**src/rtl/inertial_integrator_cal.sv**
```systemverilog
// Pitch integrator fusing offset-compensated gyro rate with accel-Z pitch,
// with self-calibrated sensor offsets, integrator saturation and output strobe.
module inertial_integrator_cal #(
  parameter int                DATA_W         = 16,
  parameter int                FRAC_W         = 11,
  parameter logic [DATA_W-1:0] PTCH_RT_OFFSET = 16'h0050,
  parameter logic [DATA_W-1:0] AZ_OFFSET      = 16'h00A0,
  parameter int                ACC_GAIN       = 327,
  parameter int                ACC_SHIFT      = 13,
  parameter int                FUSION_STEP    = 1024,
  parameter int                CAL_LOG2       = 8,
  parameter bit                CAL_ON_RESET   = 1'b1
) (
  input  logic                     clk,
  input  logic                     rst_n,
  input  logic                     vld,
  input  logic signed [DATA_W-1:0] ptch_rt,
  input  logic signed [DATA_W-1:0] AZ,
  input  logic                     cal_req,
  input  logic                     fuse_en,
  output logic signed [DATA_W-1:0] ptch,
  output logic                     ptch_vld,
  output logic                     cal_done,
  output logic        [DATA_W-1:0] rt_offset,
  output logic        [DATA_W-1:0] az_offset
);

  localparam int INT_W = DATA_W + FRAC_W;
  localparam int SUM_W = DATA_W + CAL_LOG2;
  localparam int PRD_W = 2 * DATA_W;

  localparam logic signed [PRD_W-1:0]   GAIN  = PRD_W'(ACC_GAIN);
  localparam logic signed [INT_W+1:0]   FSTEP = (INT_W+2)'(FUSION_STEP);
  localparam logic        [CAL_LOG2-1:0] CNT_ONE  = CAL_LOG2'(1);
  localparam logic        [CAL_LOG2-1:0] CNT_LAST = {CAL_LOG2{1'b1}};

  typedef enum logic {CAL, RUN} state_t;

  state_t state, state_nxt;

  logic signed [SUM_W-1:0]  sum_rt_p1, sum_az_p1;
  logic        [CAL_LOG2-1:0] cnt_p1;
  logic signed [INT_W-1:0]  ptch_int_p1;
  logic                     vld_p1;

  // Overflow is flagged when the guard bit disagrees with the result sign bit.
  function automatic logic signed [DATA_W-1:0] sat_data(input logic signed [DATA_W:0] x);
    if (x[DATA_W] != x[DATA_W-1])
      return x[DATA_W] ? {1'b1, {(DATA_W-1){1'b0}}} : {1'b0, {(DATA_W-1){1'b1}}};
    return x[DATA_W-1:0];
  endfunction

  function automatic logic signed [INT_W-1:0] sat_int(input logic signed [INT_W+1:0] x);
    if (x[INT_W+1:INT_W-1] != 3'b000 && x[INT_W+1:INT_W-1] != 3'b111)
      return x[INT_W+1] ? {1'b1, {(INT_W-1){1'b0}}} : {1'b0, {(INT_W-1){1'b1}}};
    return x[INT_W-1:0];
  endfunction

  // Stage p0: offset compensation, accel pitch estimate, fusion correction
  logic signed [DATA_W:0]   rt_diff_p0, az_diff_p0;
  logic signed [DATA_W-1:0] rt_comp_p0, az_comp_p0;
  logic signed [PRD_W-1:0]  az_ext_p0, ptch_ext_p0, prod_p0, ptch_acc_p0;
  logic signed [INT_W+1:0]  corr_p0, ptch_int_nxt_p0;
  logic signed [SUM_W-1:0]  sum_rt_nxt_p0, sum_az_nxt_p0;
  logic                     cal_last_p0;

  always_comb begin
    rt_diff_p0  = {ptch_rt[DATA_W-1], ptch_rt} - {rt_offset[DATA_W-1], rt_offset};
    az_diff_p0  = {AZ[DATA_W-1], AZ} - {az_offset[DATA_W-1], az_offset};
    rt_comp_p0  = sat_data(rt_diff_p0);
    az_comp_p0  = sat_data(az_diff_p0);
    az_ext_p0   = {{DATA_W{az_comp_p0[DATA_W-1]}}, az_comp_p0};
    ptch_ext_p0 = {{DATA_W{ptch[DATA_W-1]}}, ptch};
    prod_p0     = az_ext_p0 * GAIN;
    ptch_acc_p0 = prod_p0 >>> ACC_SHIFT;
    if (!fuse_en)
      corr_p0 = '0;
    else
      corr_p0 = (ptch_acc_p0 > ptch_ext_p0) ? FSTEP : -FSTEP;
    ptch_int_nxt_p0 = {{2{ptch_int_p1[INT_W-1]}}, ptch_int_p1}
                    - {{(INT_W+2-DATA_W){rt_comp_p0[DATA_W-1]}}, rt_comp_p0}
                    + corr_p0;
    sum_rt_nxt_p0 = sum_rt_p1 + {{CAL_LOG2{ptch_rt[DATA_W-1]}}, ptch_rt};
    sum_az_nxt_p0 = sum_az_p1 + {{CAL_LOG2{AZ[DATA_W-1]}}, AZ};
    cal_last_p0   = (cnt_p1 == CNT_LAST);
  end

  always_comb begin
    state_nxt = state;
    if (cal_req)
      state_nxt = CAL;
    else if (vld && state == CAL && cal_last_p0)
      state_nxt = RUN;
  end

  always_ff @(posedge clk or negedge rst_n) begin
    if (!rst_n)
      state <= CAL_ON_RESET ? CAL : RUN;
    else
      state <= state_nxt;
  end

  // Stage p1: integrator, calibration accumulators and offset registers
  always_ff @(posedge clk or negedge rst_n) begin
    if (!rst_n) begin
      sum_rt_p1   <= '0;
      sum_az_p1   <= '0;
      cnt_p1      <= '0;
      ptch_int_p1 <= '0;
      vld_p1      <= 1'b0;
      rt_offset   <= PTCH_RT_OFFSET;
      az_offset   <= AZ_OFFSET;
    end else if (cal_req) begin
      sum_rt_p1   <= '0;
      sum_az_p1   <= '0;
      cnt_p1      <= '0;
      ptch_int_p1 <= '0;
      vld_p1      <= 1'b0;
    end else if (vld && state == CAL) begin
      sum_rt_p1 <= sum_rt_nxt_p0;
      sum_az_p1 <= sum_az_nxt_p0;
      cnt_p1    <= cnt_p1 + CNT_ONE;
      vld_p1    <= 1'b0;
      if (cal_last_p0) begin
        rt_offset   <= sum_rt_nxt_p0[SUM_W-1:CAL_LOG2];
        az_offset   <= sum_az_nxt_p0[SUM_W-1:CAL_LOG2];
        ptch_int_p1 <= '0;
      end
    end else if (vld) begin
      ptch_int_p1 <= sat_int(ptch_int_nxt_p0);
      vld_p1      <= 1'b1;
    end else begin
      vld_p1 <= 1'b0;
    end
  end

  assign ptch     = ptch_int_p1[INT_W-1:FRAC_W];
  assign ptch_vld = vld_p1;
  assign cal_done = (state == RUN);

endmodule

```
**config.mk**
```make
export PLATFORM = sky130hd
export DESIGN_NAME = inertial_integrator_cal
export DESIGN_NICKNAME = d
export VERILOG_FILES = /design/src/rtl/inertial_integrator_cal.sv
export SDC_FILE = /design/constraint.sdc
export NUM_CORES = 1
export LEC_CHECK = 0
export ABC_AREA = 1
export CORE_ASPECT_RATIO = 1.75
export CORE_MARGIN = 2
export CORE_UTILIZATION = 46
export CTS_CLUSTER_SIZE = 8
export DETAILED_ROUTE_END_ITERATION = 12
export GPL_TIMING_DRIVEN = 0
export PLACE_DENSITY = 0.65
export SLEW_MARGIN = 20
export SYNTH_ARGS = -nofsm -noshare
export SYNTH_HDL_FRONTEND = slang
export SYNTH_SLANG_ARGS = --single-unit
```
**constraint.sdc**
```tcl
create_clock -name clk -period 25.9 [get_ports clk]
set_input_delay 3.885 -clock clk [delete_from_list [all_inputs] [get_ports clk]]
set_output_delay 3.885 -clock clk [all_outputs]
set_load 0.005 [all_outputs]
```
==> impl_metrics.csv <==
group,metric,value,unit
synthesis,yosys_warnings,0,
sta,slew-limit-headroom,0.329,
global_route,grt_pass1_wl,65900,microns
synthesis,synth_top_area_share,0.199,
pwr,maximum_vdd_drop,84.0,uV
routing,drc,0,
clock_network,tritoncts,"built",
hold_path,hold_path_depth,2,
pwr,power_density,97.0,mW/mm^2
synthesis,yosys.cell_count.top_type,"sky130_fd_sc_hd__nand2_1",
finish,area_growth,14.0,%
clock_network,cts_repair_resize_count,0,
sta,finalSetupTns,0,ns
routing,detailed_route_vias_per_instance,5.40,
synthesis,gate_count_post_synth,1921,
synthesis,synthesis.area_per_instance,7.40,sq um
run,cap_viol_max_count,0,
sta,grt_setup_unrepaired,"no",
global_route,grt_overflow,0,
global_route,grt.total_usage,0.261,
critical_path,critical_path_class,"in -> reg",
global_route,vias_in_the_first_global_route,13300,
placement,gp_congestion,0.966,
synthesis,yosys-top-cells-area,"sky130_fd_sc_hd__dfrtp_1, sky130_fd_sc_hd__ha_1, sky130_fd_sc_hd__nand2_1",
die,placementRows,85,
critical_path,crit-reg2reg-launch,"az_offset[0]",
critical_path,worst_path_most_repeated_cell,"sky130_fd_sc_hd__nand2_1",
routing,wire_per_inst,16.7,microns
pwr,power_leakage,8.33,nW
placement,port_buffers,86,
synthesis,synth_seq_area_share,0.206,
synthesis,synth.lib_cells_used.distinct,56,
clock_network,cts_sinks,117,
die,die_w,137,microns
hold_path,min_from,"sum_rt_p1[16]",
sta,report.final.slew_viol_count,0,
die,start_util,0.464,
clock_network,post_cts_hold_buffers,0,
clock_network,clock_path_buffers,2,
routing,detail-route-antenna-nets,0,
critical_path,critPathRequiredTime,26.23,ns
clock_network,cts.clk_slew.worst_paths,0.06,ns
routing,routed_wirelength,40600,microns
synthesis,post-synth-top-area-cell,"sky130_fd_sc_hd__dfrtp_1",
global_route,grt_max_degree,67,
clock_network,cts_inserted_buffers,17,
sta,timing.final.crit_period,14.42,ns
sta,worst-slew-pin-transition,1.00,ns
critical_path,cpPeakStageDelay,0.69,ns
critical_path,crit_path_top_delay_cell,"sky130_fd_sc_hd__clkdlybuf4s50_1",
die,dieArea,0.0324,sq mm
sta,final_critical_path_share_of_the_clock_period,0.557,
clock_network,worst_skew_pair_latency,0.44,ns
sta,fin_hold_ws,0.486,ns
sta,hold_viol,0,
run_status,status,"finished, final reports clean",
synthesis,synth_top_flop_cell,"sky130_fd_sc_hd__dfrtp_1",
synthesis,leading_cell_types_by_count_after_synthesis,"sky130_fd_sc_hd__nand2_1, sky130_fd_sc_hd__inv_1, sky130_fd_sc_hd__ha_1, sky130_fd_sc_hd__a21oi_1, sky130_fd_sc_hd__o21ai_0",
die,ios,87,
finish,fin_nets,2334,
synthesis,ys_ff_latch,117,
routing,drtIter0Drc,505,
critical_path,cp-startpoint,"AZ[15]",
routing,detailroute.via_count,13100,
hold_path,hold_path.class,"reg -> reg",
critical_path,crit_fanout,10,
global_route,initial_antenna_violation_count,0,
placement,detailedPlacementHpwl,34300,microns
sta,worst_clock_skew,0.0182,ns
routing,drt_first_pass_iters,7,
clock_network,cts_root_buffer,"sky130_fd_sc_hd__clkbuf_16",
pwr,post-layout-total-power,0.00157,W
critical_path,worst_r2r_path_depth,57,
finish,fin_util,0.529,
synthesis,synth_nets,2227,
clock_network,cts.htree.levels,4,
die,die_h,237,microns
sta,timing.final.setup_violations,0,
critical_path,worst_setup_path_end_kind,"flop",
synthesis,asyncSetResetFlopFracSynth,1.00,
finish,drive_gt1_frac,0.0524,
die,core_area,0.0306,sq mm
critical_path,reg2reg_slack,15.12,ns
sta,maxClockFrequency,0.0693,GHz
clock_network,cts.repair_timing.setup_buffer_count,0,
critical_path,critical_path.startpoint_type,"input pin",
synthesis,synth_area,0.0142,sq mm
critical_path,wp_data_arrival,14.76,ns
synthesis,count_of_flip_flops_with_a_built_in_enable_after_synthesis,0,
finish,num_antenna_cells,0,
==> critical path, delay by kind of cell <==
kind	cells	cell delay, ns
AO/OA/AOI/OAI	16	2.88
XOR/XNOR	1	0.14
adder cells (fa/ha/maj)	10	3.92
buffers and inverters	8	2.02
AND/OR/NAND/NOR	20	1.87
==> cells by family (layout without fill, tap and decap cells) <==
logic type,Yosys count,after routing,synth area share
and+or+nand+nor,717,717,0.215
AOI/OAI and AO/OA,410,410,0.166
xor gates and xnor gates,98,98,0.0617
buffers and inverters,310,430,0.0891
adders and majority gates,269,269,0.262
DFF,117,117,0.206
==> cells in the final DEF, fill, tap and decap left out, drive strengths merged, types with 4 or more instances in the layout <==
master	count
ha	222
buf	29
nor2	78
or2	13
clkinv	7
dfstp	4
nand2	461
clkbuf	35
nand3	99
nor3	25
a21oi	159
dfrtp	113
a22o	9
clkdlybuf4s50	85
xor2	54
inv	268
nand4	27
o21ai	158
nor4	8
o211ai	4
xnor2	44
a32o	9
o31ai	9
fa	47
a31oi	10
clkinvlp	4
a211oi	6
o21a	7
o21bai	18
a21o	10
==> stage by stage <==
stage / setup slack (ns) / instances / instance area, sq um
finish: 11.48 / 2432 / 16200
global route: 10.56 / 2432 / 16200
CTS: 11.39 / 2432 / 16200
detailed placement: 10.96 / 2400 / 15600
global placement: 9.46 / 2398 / 15600
floorplan: 12.34 / 1921 / 14200
==> report_power, final <==
part | internal [W] | switching, W
sequential | 0.000194 | 0.00000716
clock | 0.000145 | 0.0000967
combinational | 0.000460 | 0.000669
==> layer usage <==
| layer | share of wire | vias to the layer above | global-route usage |
|---|---|---|---|
| met5 | 0 | - | 0 |
| met2 | 0.56 | 248 | 0.504 |
| met1 | 0.36 | 6151 | 0.268 |
| li1 | - | 6645 | - |
| met4 | 0.053 | 0 | 0.132 |
| met3 | 0.024 | 97 | 0.0289 |
==> registers in the layout, indices dropped and copies added, names as in the netlist <==
register and flops:
sum_az_p1 24, rt_offset 16, ptch_vld 1, cal_done 1
ptch_int_p1 27, cnt_p1 8, az_offset 16, sum_rt_p1 24
==> path summary, 6_finish.rpt <==
path | end
setup / recovery | ptch_int_p1[25]
setup reg to reg | ptch_int_p1[25]
hold / removal | sum_rt_p1[16]
hold reg to reg | sum_rt_p1[16]
max in group asynchronous | cnt_p1[3]
min in group asynchronous | sum_az_p1[20]
==> cell type report <==
class	instances	area [sq um]
tap	391	489
inverter	267	1000
clock inverter	14	153
timing repair buffer	88	901
multi-input combinational	1494	10000
sequential	117	2930
buffer	43	264
fill	3087	14400
clock buffer	18	439
(Power assumes the default switching activity.)
